$ cat src/rtl/pq_cmd_shaper.sv
`default_nettype none
// ============================================================================
// Module      : pq_cmd_shaper (with package pq_pkg)
// Description : Command FIFO and issue engine in front of the min-priority
//               queue. Build option PQ_CMD_SHAPER_STATS_EN adds ovf/unf
//               pulse counters.
// Revision    : 1.0 - initial release
// ============================================================================

package pq_pkg;
    typedef struct packed {
        logic [7:0] key;
        logic [7:0] val;
    } kv_t;

    localparam int KVW         = $bits(kv_t);
    localparam int PQ_CAPACITY = 8;
endpackage : pq_pkg

module pq_cmd_shaper #(
    parameter int FIFO_DEPTH = 4,
    parameter int PQ_CAP     = pq_pkg::PQ_CAPACITY,
    parameter int ISSUE_GAP  = 1
) (
    input  logic                        clk,
    input  logic                        rst,
    input  logic                        cmd_valid,
    output logic                        cmd_ready,
    input  logic [1:0]                  cmd_op,
    input  logic [pq_pkg::KVW-1:0]      cmd_kv,
    output logic                        pq_enq,
    output logic                        pq_deq,
    output logic [pq_pkg::KVW-1:0]      pq_kvi,
    input  logic [pq_pkg::KVW-1:0]      pq_kvo,
    output logic                        res_valid,
    input  logic                        res_ready,
    output logic [pq_pkg::KVW-1:0]      res_kv,
    output logic                        ovf,
    output logic                        unf,
    output logic [$clog2(PQ_CAP+1)-1:0] count
`ifdef PQ_CMD_SHAPER_STATS_EN
    ,
    output logic [15:0]                 ovf_cnt,
    output logic [15:0]                 unf_cnt
`endif
);

    localparam int c_KVW = pq_pkg::KVW;
    localparam int c_CW  = $clog2(PQ_CAP + 1);
    localparam int c_AW  = $clog2(FIFO_DEPTH);
    localparam int c_PW  = c_AW + 1;

    localparam logic [1:0] c_OP_NOP = 2'b00;
    localparam logic [1:0] c_OP_ENQ = 2'b01;
    localparam logic [1:0] c_OP_DEQ = 2'b10;
    localparam logic [1:0] c_OP_REP = 2'b11;

    localparam logic [1:0] c_ST_IDLE  = 2'd0;
    localparam logic [1:0] c_ST_ISSUE = 2'd1;
    localparam logic [1:0] c_ST_GAP   = 2'd2;

    // GAP lasts ISSUE_GAP-1 cycles; the counter runs from ISSUE_GAP-2 down to 0
    localparam logic [1:0] c_GAP_LOAD = (ISSUE_GAP > 1) ? 2'(ISSUE_GAP - 2) : 2'd0;

    // ------------------------------------------------------------------------
    // Command FIFO
    // ------------------------------------------------------------------------
    logic [1:0]       r_fifo_op [FIFO_DEPTH];
    logic [c_KVW-1:0] r_fifo_kv [FIFO_DEPTH];
    logic [c_PW-1:0]  r_wptr;
    logic [c_PW-1:0]  r_rptr;
    logic [c_PW-1:0]  w_fill;
    logic             w_fifo_empty;
    logic             w_fifo_full;
    logic             w_fifo_one;
    logic             w_push;
    logic             w_pop;
    logic [1:0]       w_head_op;
    logic [c_KVW-1:0] w_head_kv;

    assign w_fill       = r_wptr - r_rptr;
    assign w_fifo_empty = (r_wptr == r_rptr);
    assign w_fifo_full  = (r_wptr[c_AW] != r_rptr[c_AW]) &&
                          (r_wptr[c_AW-1:0] == r_rptr[c_AW-1:0]);
    assign w_fifo_one   = (w_fill == c_PW'(1));
    assign w_head_op    = r_fifo_op[r_rptr[c_AW-1:0]];
    assign w_head_kv    = r_fifo_kv[r_rptr[c_AW-1:0]];

    assign cmd_ready = !w_fifo_full && !rst;
    // Nops complete the handshake but never occupy a slot
    assign w_push    = cmd_valid && cmd_ready && (cmd_op != c_OP_NOP);

    always_ff @(posedge clk) begin
        if (w_push) begin
            r_fifo_op[r_wptr[c_AW-1:0]] <= cmd_op;
            r_fifo_kv[r_wptr[c_AW-1:0]] <= cmd_kv;
        end
    end

    // ------------------------------------------------------------------------
    // Issue decision for the FIFO head
    // ------------------------------------------------------------------------
    logic [1:0]       r_state;
    logic [1:0]       w_state_nxt;
    logic [1:0]       r_gap;
    logic [c_CW-1:0]  r_count;
    logic [c_CW-1:0]  w_count_nxt;
    logic             r_res_valid;
    logic [c_KVW-1:0] r_res_kv;
    logic             w_slot_free;
    logic             w_count_zero;
    logic             w_count_full;
    logic             w_enq;
    logic             w_deq;
    logic             w_capture;
    logic             w_ovf;
    logic             w_unf;

    // A result draining this very cycle leaves room for the next capture
    assign w_slot_free  = !r_res_valid || res_ready;
    assign w_count_zero = (r_count == '0);
    assign w_count_full = (r_count == c_CW'(PQ_CAP));

    always_comb begin
        w_pop       = 1'b0;
        w_enq       = 1'b0;
        w_deq       = 1'b0;
        w_capture   = 1'b0;
        w_ovf       = 1'b0;
        w_unf       = 1'b0;
        w_count_nxt = r_count;
        if (r_state == c_ST_ISSUE && !w_fifo_empty) begin
            case (w_head_op)
                c_OP_ENQ: begin
                    w_pop = 1'b1;
                    if (w_count_full) begin
                        w_ovf = 1'b1;
                    end else begin
                        w_enq       = 1'b1;
                        w_count_nxt = r_count + c_CW'(1);
                    end
                end
                c_OP_DEQ: begin
                    if (w_count_zero) begin
                        w_pop = 1'b1;
                        w_unf = 1'b1;
                    end else if (w_slot_free) begin
                        w_pop       = 1'b1;
                        w_deq       = 1'b1;
                        w_capture   = 1'b1;
                        w_count_nxt = r_count - c_CW'(1);
                    end
                end
                c_OP_REP: begin
                    // Replace on an empty queue degenerates to a plain insert
                    if (w_count_zero) begin
                        w_pop       = 1'b1;
                        w_enq       = 1'b1;
                        w_count_nxt = r_count + c_CW'(1);
                    end else if (w_slot_free) begin
                        w_pop     = 1'b1;
                        w_enq     = 1'b1;
                        w_deq     = 1'b1;
                        w_capture = 1'b1;
                    end
                end
                default: begin
                    w_pop = 1'b1;
                end
            endcase
        end
    end

    // ------------------------------------------------------------------------
    // Issue engine state machine
    // ------------------------------------------------------------------------
    always_comb begin
        w_state_nxt = r_state;
        case (r_state)
            c_ST_IDLE: begin
                if (!w_fifo_empty || w_push) begin
                    w_state_nxt = c_ST_ISSUE;
                end
            end
            c_ST_ISSUE: begin
                if (w_pop) begin
                    if (ISSUE_GAP > 1) begin
                        w_state_nxt = c_ST_GAP;
                    end else if (w_fifo_one && !w_push) begin
                        w_state_nxt = c_ST_IDLE;
                    end
                end else if (w_fifo_empty && !w_push) begin
                    w_state_nxt = c_ST_IDLE;
                end
            end
            c_ST_GAP: begin
                if (r_gap == 2'd0) begin
                    w_state_nxt = (!w_fifo_empty || w_push) ? c_ST_ISSUE : c_ST_IDLE;
                end
            end
            default: begin
                w_state_nxt = c_ST_IDLE;
            end
        endcase
    end

    always_ff @(posedge clk) begin
        if (rst) begin
            r_state <= c_ST_IDLE;
            r_gap   <= 2'd0;
            r_wptr  <= '0;
            r_rptr  <= '0;
        end else begin
            r_state <= w_state_nxt;
            if (r_state == c_ST_ISSUE && w_state_nxt == c_ST_GAP) begin
                r_gap <= c_GAP_LOAD;
            end else if (r_state == c_ST_GAP && r_gap != 2'd0) begin
                r_gap <= r_gap - 2'd1;
            end
            if (w_push) begin
                r_wptr <= r_wptr + c_PW'(1);
            end
            if (w_pop) begin
                r_rptr <= r_rptr + c_PW'(1);
            end
        end
    end

    // ------------------------------------------------------------------------
    // Registered queue strobes, occupancy and result slot
    // ------------------------------------------------------------------------
    logic             r_pq_enq;
    logic             r_pq_deq;
    logic [c_KVW-1:0] r_pq_kvi;
    logic             r_ovf;
    logic             r_unf;

    always_ff @(posedge clk) begin
        if (rst) begin
            r_pq_enq    <= 1'b0;
            r_pq_deq    <= 1'b0;
            r_pq_kvi    <= '0;
            r_ovf       <= 1'b0;
            r_unf       <= 1'b0;
            r_count     <= '0;
            r_res_valid <= 1'b0;
            r_res_kv    <= '0;
        end else begin
            r_pq_enq <= w_enq;
            r_pq_deq <= w_deq;
            r_pq_kvi <= w_enq ? w_head_kv : '0;
            r_ovf    <= w_ovf;
            r_unf    <= w_unf;
            r_count  <= w_count_nxt;
            // The minimum is sampled one cycle ahead of the deq strobe it pairs with
            if (w_capture) begin
                r_res_valid <= 1'b1;
                r_res_kv    <= pq_kvo;
            end else if (r_res_valid && res_ready) begin
                r_res_valid <= 1'b0;
            end
        end
    end

    assign pq_enq    = r_pq_enq;
    assign pq_deq    = r_pq_deq;
    assign pq_kvi    = r_pq_kvi;
    assign ovf       = r_ovf;
    assign unf       = r_unf;
    assign count     = r_count;
    assign res_valid = r_res_valid;
    assign res_kv    = r_res_kv;

`ifdef PQ_CMD_SHAPER_STATS_EN
    logic [15:0] r_ovf_cnt;
    logic [15:0] r_unf_cnt;

    always_ff @(posedge clk) begin
        if (rst) begin
            r_ovf_cnt <= 16'd0;
            r_unf_cnt <= 16'd0;
        end else begin
            if (w_ovf && r_ovf_cnt != 16'hFFFF) begin
                r_ovf_cnt <= r_ovf_cnt + 16'd1;
            end
            if (w_unf && r_unf_cnt != 16'hFFFF) begin
                r_unf_cnt <= r_unf_cnt + 16'd1;
            end
        end
    end

    assign ovf_cnt = r_ovf_cnt;
    assign unf_cnt = r_unf_cnt;
`endif

endmodule : pq_cmd_shaper

`default_nettype wire

$ cat config.mk
export PLATFORM = sky130hd
export DESIGN_NAME = pq_cmd_shaper
export DESIGN_NICKNAME = d
export VERILOG_FILES = /design/src/rtl/pq_cmd_shaper.sv
export SDC_FILE = /design/constraint.sdc
export NUM_CORES = 1
export LEC_CHECK = 0
export ABC_CLOCK_PERIOD_IN_PS = 5300
export CORE_MARGIN = 8
export CORE_UTILIZATION = 30
export DETAILED_ROUTE_END_ITERATION = 10
export DONT_BUFFER_PORTS = 1
export PLACE_DENSITY_LB_ADDON = 0.15
export REMOVE_ABC_BUFFERS = 1
export SLEW_MARGIN = 20
export SYNTH_ARGS = -nofsm -noshare
export SYNTH_HDL_FRONTEND = slang
export SYNTH_SLANG_ARGS = --single-unit
$ cat constraint.sdc
create_clock -name clk -period 5.3 [get_ports clk]
set_input_delay 1.06 -clock clk [delete_from_list [all_inputs] [get_ports clk]]
set_output_delay 1.06 -clock clk [all_outputs]
set_load 0.02 [all_outputs]
==> results by group, run 1 <==
Setup path
  • R2R Setup Slk: 2.23 ns
  • Slowest stage cell, crit path: and2_1
  • Arrival time worst endpoint: 3.10 ns
  • Worst setup EP type: flip-flop
  • Reg2Reg Depth: 5
  • Crit-path max cell delay: 0.92 ns
  • RR Startpoint: r_rptr[1]
  • Reg-to-reg endpoint: r_fifo_kv[0][8]
  • Worst-path cell chain: buf_4 > inv_1 > ha_1 > a311oi_1 > and2_1
  • Worst-path fanout max: 20
  • Worst Setup Start Kind: flip-flop
  • Setup Crit Path Kind: flip-flop to flip-flop
  • Critical Path RT: 5.33 ns

Layout
  • Syn-to-layout area delta: 16.3%
  • Sequential cell area: 3220 sq um
  • Core Util, Final: 35.8%
  • Area of the multi-input gates: 1360 sq um
  • Layout cells sized above 1: 16.0%
  • Nets: 362
  • Ant. Diodes: 0
  • Layout fillers: 1449

Global route
  • Initial antenna violation count: 0
  • Total global-route track usage: 9.66%
  • Wire length of the first global-routing pass: 14200 microns
  • Vias in the first global route: 2513
  • Largest net degree at the start of global routing: 38
  • Total grt overflow: 0

Route
  • Routed WL: 9090 microns
  • Initial DRT Pass Iterations: 5
  • Vias after detailed routing: 2340
  • Routed WL per cell: 17.7 microns
  • Vias per cell: 4.56
  • Initial DRC Count: 120
  • Final ANT Viol Nets: 0
  • Drc violations: 0

Logic synthesis
  • Synth Area in Adders: 3.53%
  • Synth unique cells: 40
  • Compound-Gate Fraction of Synth Area: 3.16%
  • Top-area cell type share of the netlist area: 46.3%
  • Synthesized area: 4670 sq um
  • Synth Area in XOR/XNOR: 1.69%
  • Synthesized area per cell: 15.5 sq um
  • Sequential share of the synthesized area: 69.0%
  • Synth area leaders: edfxtp_1 46%, dfxtp_1 23%, mux4_2 8.2%, mux2i_1 3.4%, ha_1 2.7%
  • Number of synthesized flops with an enable pin: 72
  • Post-synthesis mux area share: 12.2%
  • Post-Synth Simple-Gate Area: 8.46%
  • Main combinational cell family by area after synthesis: multiplexers
  • Post-synth top flop: edfxtp_1
  • Yosys reg bits: 125
  • Synth warn: 0
  • FFs w/ async S/R, synth: 0%
  • Gate Count Post-Synth: 302
  • Yosys top cell by area: edfxtp_1

Clock network
  • # H-tree levels: 4
  • CTS Buf Count: 17
  • Hold_buf cts: 0
  • CTS Sinks: 125
  • Post-CTS Setup Inserts: 0
  • Resized Gates After CTS: 0
  • Root buf cell: clkbuf_16
  • CTS tree: built
  • CTS clk-pin slew, worst paths: 0.05 ns
  • Worst-skew pair later-pin latency: 0.41 ns
  • Maximum clock path buffer count: 2

Power and ir drop
  • Net Switching: 0.463 mW
  • Sequential share of power: 48.0%
  • Leak pwr: 1.80 nW
  • PD cells: 402 nW/um^2
  • Final Power: 2.19 mW
  • Max VDD drop: 0.000214 V
  • Cell internal pwr: 1.72 mW
  • Part of the power in the clock network: 49.2%
  • Switch share: 21.2%
  • Comb pwr share: 2.8%

STA
  • Relative slew slack: 31.5%
  • Period Utilization, post-route: 57.9%
  • Setup TNS Final: 0 ns
  • Slew Viols, Final: 0
  • RSZ-0062 raised after global routing: no
  • Skew final: 0.00720 ns
  • Achievable frequency: 326 MHz
  • Least-Margin Pin Slew: 1.03 ns
  • Hold Violations, Final: 0
  • Final setup fails: 0
  • Fin crit period: 3.07 ns

Placed design
  • Gp weighted congestion: 0.702
  • Port Buffers: 0
  • DP HPWL: 5770 microns

Run
  • Max_cap viols: 0

Die
  • Placeable Area: 15200 sq um
  • Row cnt: 45
  • DIE WIDTH: 141 microns
  • Die Span Y: 141 microns
  • IO Count: 80
  • Initial Util: 30.7%
  • DIE AREA: 19800 sq um

Status
  • Outcome: finished, final reports clean

Hold path
  • Worst hold path class: flip-flop to flip-flop
  • Hold path start: r_state[0]
  • Worst hold stages: 1
  • Worst Hold End: r_state[1]
[through the flow]
step	instance area [sq um]	setup WS, ns	cells	hold WS (ns)
6_report	5440	2.23	513	0.473
5_1_grt	5440	1.90	513	0.502
4_1_cts	5430	2.14	513	0.474
3_5_place_dp	4880	2.01	481	0.466
3_3_place_gp	4880	2.11	481	0.462
2_1_floorplan	4620	1.41	290	0.440
[sequential cells by signal, indices dropped and copies added (netlist names), 2 cells and up, named ones only]
signal	cells
r_wptr	3
r_state	2
r_fifo_op	8
r_fifo_kv	64
r_rptr	3
r_gap	2
count	4
res_kv	16
pq_kvi	16
[kinds of logic after synthesis]
group	after synthesis
fa+ha+maj	12
compound gates	23
buf+inv	22
simple gates	77
xor+xnor	9
mux	34
flops	125
[worst max-delay path: cells and delay by family, from the launching register on]
kind	cells	cell delay, ns
buffers and inverters	2	0.37
AO/OA/AOI/OAI	1	0.78
flip-flops	1	0.30
AND/OR/NAND/NOR	1	0.92
adder cells (fa/ha/maj)	1	0.32
[layer usage]
metal,GRT usage [%],routed length [microns],up-vias
li1,-,-,1137
met1,10.6,3970,1146
met2,15.1,4390,48
met3,4.86,642,9
met4,5.09,87,0
met5,0,0,-
[final cells by class]
type                    instances  area share (%)
flip-flops and latches        125            59.3
multi-input cells             155            25.1
clock buffers                  18            8.08
well taps                     188            4.33
clock inverters                14            2.12
inverters                      10           0.691
repair buffers                  3           0.414
[power groups by stage]
stage	clock network [mW]	logic (mW)	registers [mW]
2_1_floorplan	0	0.0458	1.07
3_3_place_gp	0	0.0624	1.07
3_5_place_dp	0	0.0624	1.07
4_1_cts	1.11	0.0628	1.05
5_1_grt	1.15	0.0683	1.05
6_report	1.08	0.0616	1.05
[worst max path at each step]
stage	slack (ns)	cells past startpoint	startpoint	endpoint
after floorplan	1.41	6	r_rptr[0]	res_kv[0]
after global placement	2.11	3	cmd_op[1]	r_fifo_kv[3][13]
after detailed placement	2.01	3	cmd_op[1]	r_fifo_kv[1][13]
after CTS	2.14	5	r_rptr[1]	r_fifo_kv[1][5]
after global routing	1.90	7	r_rptr[1]	r_wptr[2]
final	2.23	5	r_rptr[1]	r_fifo_kv[0][8]
[placed cells by master, fill, tap and decap left out, drive strengths merged]
master,count
buf,3
a221oi,1
nor3b,1
nand2,4
ha,10
inv,14
o22ai,1
a31oi,1
o21ai,5
clkinvlp,3
o31ai,1
nor2b,19
edfxtp,72
a21o,1
nor2,30
and2,5
or3,2
o32ai,1
bufinv,1
mux2i,16
nand3,5
a311oi,2
clkinv,6
xnor2,6
nor3,1
o21a,1
clkbuf,18
mux4,18
xor2,3
o32a,1
nand4,1
a21oi,7
nor4,2
nand4b,1
a211oi,1
dfxtp,53
nand2b,4
fa,2
or4,2
[synth_stat cells, drive strengths merged, types with 2 or more instances]
cell / instances
a21oi: 7
a311oi: 2
and2: 5
buf: 6
clkbuf: 6
dfxtp: 53
edfxtp: 72
fa: 2
ha: 10
inv: 10
mux2i: 16
mux4: 18
nand2: 4
nand2b: 4
nand3: 5
nor2: 30
nor2b: 19
nor4: 2
o21ai: 5
or3: 2
or4: 2
xnor2: 6
xor2: 3
Note: power is estimated with default switching activity, not from simulation.
==> inputs of run 2 (changes only) <==
--- a/config.mk
+++ b/config.mk
@@ -5,7 +5,7 @@
 export SDC_FILE = /design/constraint.sdc
 export NUM_CORES = 1
 export LEC_CHECK = 0
-export ABC_CLOCK_PERIOD_IN_PS = 5300
+export ABC_CLOCK_PERIOD_IN_PS = 3150
 export CORE_MARGIN = 8
 export CORE_UTILIZATION = 30
 export DETAILED_ROUTE_END_ITERATION = 10
==> constraint.sdc (replaced) <==
create_clock -name clk -period 3.15 [get_ports clk]
set_input_delay 0.63 -clock clk [delete_from_list [all_inputs] [get_ports clk]]
set_output_delay 0.63 -clock clk [all_outputs]
set_load 0.02 [all_outputs]
==> run 2 against run 1 <==
  * First-iteration DRC count fell by 15%
  * Die area is the same
  * Power grew 77%
  * Non-clock buffer count up 8
  * Clock skew shrank 0.00056 ns
  * Sequential share of layout area down 1.3 points
  * Largest power group unchanged
==> results by group, run 2 (synthesis gave the netlist of run 1 again) <==
Setup path
  • Worst Setup Start Kind: flip-flop
  • Worst-path fanout max: 6
  • Worst setup EP type: flip-flop
  • Reg2Reg Depth: 9
  • Arrival time worst endpoint: 3.02 ns
  • Setup Crit Path Kind: flip-flop to flip-flop
  • Critical Path RT: 3.49 ns

STA
  • Fin crit period: 2.68 ns
  • Relative slew slack: 58.0%
  • Final setup fails: 0
  • Skew final: 0.00664 ns
  • Period Utilization, post-route: 85.0%
  • Slew Viols, Final: 0
  • RSZ-0062 raised after global routing: no
  • Hold Violations, Final: 0
  • Achievable frequency: 373 MHz
  • Least-Margin Pin Slew: 0.628 ns

Clock network
  • Hold_buf cts: 0
  • CTS Buf Count: 17
  • Root buf cell: clkbuf_16
  • # H-tree levels: 4
  • CTS Sinks: 125
  • CTS clk-pin slew, worst paths: 0.06 ns
  • Worst-skew pair later-pin latency: 0.41 ns
  • Maximum clock path buffer count: 2
  • Post-CTS Setup Inserts: 0
  • CTS tree: built
  • Resized Gates After CTS: 0

Hold path
  • Worst hold stages: 1
  • Worst hold path class: input pin to flip-flop

Status
  • Outcome: finished, final reports clean

Global route
  • Vias in the first global route: 2594
  • Largest net degree at the start of global routing: 38
  • Total global-route track usage: 10.0%
  • Total grt overflow: 0
  • Initial antenna violation count: 0
  • Wire length of the first global-routing pass: 14800 microns

Route
  • Routed WL per cell: 18.0 microns
  • Routed WL: 9400 microns
  • Vias after detailed routing: 2416
  • Initial DRC Count: 102
  • Drc violations: 0
  • Initial DRT Pass Iterations: 5
  • Vias per cell: 4.64
  • Final ANT Viol Nets: 0

Placed design
  • DP HPWL: 6060 microns
  • Area after DPL: 4940 sq um
  • Gp weighted congestion: 0.699
  • Port Buffers: 0

Die
  • Row cnt: 45
  • DIE WIDTH: 141 microns
  • Initial Util: 30.7%
  • IO Count: 80
  • Placeable Area: 15200 sq um
  • DIE AREA: 19800 sq um
  • Die Span Y: 141 microns

Layout
  • Layout cells sized above 1: 18.3%
  • Syn-to-layout area delta: 18.8%
  • Core Util, Final: 36.5%
  • Commonest non-fill, non-tap cell in the layout: edfxtp_1
  • Post-route design area: 5550 sq um
  • Ant. Diodes: 0
  • Largest register FFs: 64
  • Nets: 370
  • Most frequent cells in the layout: 72 x edfxtp_1, 53 x dfxtp_1, 30 x nor2_1

Power and ir drop
  • Max VDD drop: 0.000383 V
  • PD cells: 699 nW/um^2
  • Leak pwr: 1.86 nW

Run
  • Max_cap viols: 0
[run 2: cell count changes in the layout (fill, tap and decap cells not counted), sizes merged]
cell / previous run / this run
buf: 3 / 11
bufinv: 1 / 3
clkbuf: 18 / 19
clkinv: 6 / 4
clkinvlp: 3 / 4
inv: 14 / 12
[run 2: through the flow]
step | setup slack, ns | hold WS, ns | power (mW) | std cells | TNS [ns]
final | 0.472 | 0.284 | 3.88 | 521 | 0
after CTS | 0.457 | 0.257 | 3.93 | 521 | 0
after global placement | 0.527 | 0.457 | 1.91 | 489 | 0
after global routing | 0.260 | 0.261 | 4.01 | 521 | 0
after floorplan | -0.741 | 0.440 | 1.88 | 290 | -12.96
after detailed placement | 0.480 | 0.470 | 1.91 | 489 | 0
[run 2: area by class of cell]
type	count	area, sq um
repair buffers	11	82.6
inverters	10	37.5
flip-flops and latches	125	3220
clock inverters	13	161
fillers	1440	9650
well taps	188	235
multi-input cells	155	1360
clock buffers	19	453
[run 2: worst max-delay path: stages, from the launching register on]
cell	delay, ns
dfxtp_1	0.36
mux4_1	0.63
nand2b_1	0.26
inv_1	0.10
ha_1	0.28
a21o_1	0.17
a21oi_1	0.17
xnor2_1	0.09
or4_1	0.40
a21oi_1	0.15
[run 2: power by group]
group,switching [mW],internal (mW)
combinational,0.0556,0.0522
clock,0.721,1.29
sequential,0.0134,1.75
[run 2: path summary, 6_finish.rpt]
| kind | startpoint | end | slack [ns] |
|---|---|---|---|
| max | flip-flop | count[3] | 0.47 |
| min | rst | res_kv[7] | 0.28 |
| min reg2reg | r_state[0] | r_state[1] | 0.48 |
| max reg2reg | flip-flop | count[3] | 0.47 |
[run 2: per-layer routing]
layer,wire (microns),vias up,global-route usage [%]
met5,0,-,0
met4,179,0,5.60
met3,559,12,4.46
met2,4670,48,16.2
met1,3990,1210,10.9
li1,-,1146,-
==> inputs of run 3 (changes only) <==
--- a/config.mk
+++ b/config.mk
@@ -10,9 +10,8 @@
 export CORE_UTILIZATION = 30
 export DETAILED_ROUTE_END_ITERATION = 10
 export DONT_BUFFER_PORTS = 1
-export PLACE_DENSITY_LB_ADDON = 0.15
 export REMOVE_ABC_BUFFERS = 1
-export SLEW_MARGIN = 20
+export SLEW_MARGIN = 5
 export SYNTH_ARGS = -nofsm -noshare
 export SYNTH_HDL_FRONTEND = slang
 export SYNTH_SLANG_ARGS = --single-unit
==> run 3 against run 2 <==
  * Via count increased by 2.4%
  * Critical path type unchanged
  * Critical path depth unchanged
  * Sequential power about the same
  * Power decreased by 7.9%
  * Non-clock buffer count unchanged
  * Maximum frequency increased by 0.56%
  * Die area unchanged
  * Global-route usage decreased by 0.56 points
  * Wire length decreased by 2.2%
  * Register-to-register slack about the same
==> results by group, run 3 (synthesis gave the netlist of run 1 again) <==
Clock network
  • Hold_buf cts: 0
  • Worst-skew pair later-pin latency: 0.41 ns
  • Root buf cell: clkbuf_16
  • CTS clk-pin slew, worst paths: 0.05 ns
  • CTS tree: built
  • CTS Buf Count: 17
  • Maximum clock path buffer count: 2
  • # H-tree levels: 4
  • Resized Gates After CTS: 0
  • CTS Sinks: 125
  • Post-CTS Setup Inserts: 0

Layout
  • Post-route design area: 5460 sq um
  • Syn-to-layout area delta: 16.9%
  • Nets: 370
  • Most frequent cells in the layout: 72 x edfxtp_1, 53 x dfxtp_1, 30 x nor2_1
  • Largest register FFs: 64
  • Commonest non-fill, non-tap cell in the layout: edfxtp_1
  • Layout cells sized above 1: 16.8%
  • Finished Layout Cells: 521
  • Ant. Diodes: 0
  • Core Util, Final: 35.9%

Die
  • DIE WIDTH: 141 microns
  • Initial Util: 30.7%
  • Placeable Area: 15200 sq um
  • Row cnt: 45
  • DIE AREA: 19800 sq um
  • Die Span Y: 141 microns
  • IO Count: 80

Placed design
  • Area after DPL: 4940 sq um
  • Placed cells: 489
  • Gp weighted congestion: 0.753
  • DP HPWL: 6020 microns
  • Port Buffers: 0

Setup path
  • Setup Crit Path Kind: flip-flop to flip-flop
  • CP bufs+invs: 1
  • Worst setup EP type: flip-flop
  • Crit-path max cell delay: 0.62 ns
  • Worst Setup Start Kind: flip-flop
  • Worst-path cell chain: mux4_1 > nand2b_1 > inv_1 > ha_1 > a21o_1 > a21oi_1 > xnor2_1 > or4_1 > a21oi_1
  • Crit path max-delay family: simple AND/OR/NAND/NOR gates
  • Slowest stage cell, crit path: mux4_1
  • R2R Setup Slk: 0.49 ns
  • Worst-path fanout max: 6
  • Critical Path RT: 3.49 ns
  • CP dominant cell by count: a21oi_1
  • Arrival time worst endpoint: 3.01 ns

Route
  • Drc violations: 0
  • Routed WL: 9190 microns
  • Initial DRC Count: 217
  • Routed WL per cell: 17.6 microns
  • Initial DRT Pass Iterations: 4
  • Final ANT Viol Nets: 0
  • Vias per cell: 4.75
  • Vias after detailed routing: 2474

STA
  • Fin crit period: 2.66 ns
  • Hold Violations, Final: 0
  • Least-Margin Pin Slew: 0.553 ns
  • Period Utilization, post-route: 84.6%
  • Skew final: 0.00687 ns
  • Slew Viols, Final: 0
  • Final setup fails: 0
  • Setup TNS Final: 0 ns
  • RSZ-0062 raised after global routing: no
  • Achievable frequency: 375 MHz
  • Relative slew slack: 63.0%

Global route
  • Initial antenna violation count: 0
  • Total global-route track usage: 9.49%
  • M1 GR Usage: 9.54%
  • M3 GR Usage: 4.02%
  • GRT met2 Usage: 16.1%
  • GR peak layer: met2
  • Wire length of the first global-routing pass: 13800 microns
  • Total grt overflow: 0
  • Vias in the first global route: 2568
  • Largest net degree at the start of global routing: 38

Hold path
  • Worst hold path class: input pin to flip-flop

Power and ir drop
  • PD cells: 655 nW/um^2
  • Leak pwr: 1.82 nW
  • Final Power: 3.57 mW
  • Max VDD drop: 0.000383 V

Status
  • Outcome: finished, final reports clean

Run
  • Max_cap viols: 0
[run 3: worst paths after layout]
kind              start          to  cells after the start
max           flip-flop    count[3]                      9
min                 rst   res_kv[5]                      1
max reg2reg   flip-flop    count[3]                      9
min reg2reg  r_state[0]  r_state[1]                      1
[run 3: metrics by stage]
stage / hold slack (ns) / setup slack (ns)
detailed placement: 0.476 / 0.511
finish: 0.293 / 0.487
global placement: 0.459 / 0.539
global route: 0.271 / 0.214
floorplan: 0.440 / -0.741
CTS: 0.266 / 0.472
[run 3: area by class of cell]
| class | instances | area, sq um |
|---|---|---|
| Fill cell | 1439 | 9740 |
| Sequential cell | 125 | 3220 |
| Multi-Input combinational cell | 155 | 1360 |
| Clock buffer | 22 | 454 |
| Tap cell | 188 | 235 |
| Timing Repair Buffer | 11 | 82.6 |
| Clock inverter | 10 | 67.6 |
| Inverter | 10 | 37.5 |
[run 3: power by group]
part           internal, mW  total (mW)  switching, mW
registers              1.75        1.77         0.0136
logic                0.0517       0.108         0.0566
clock network          1.02        1.70          0.679
[run 3: layer usage]
layer  up-vias  wire (microns)
li1       1149               -
met1      1251            3680
met2        57            4780
met3        17             514
met4         0             211
met5         -               0
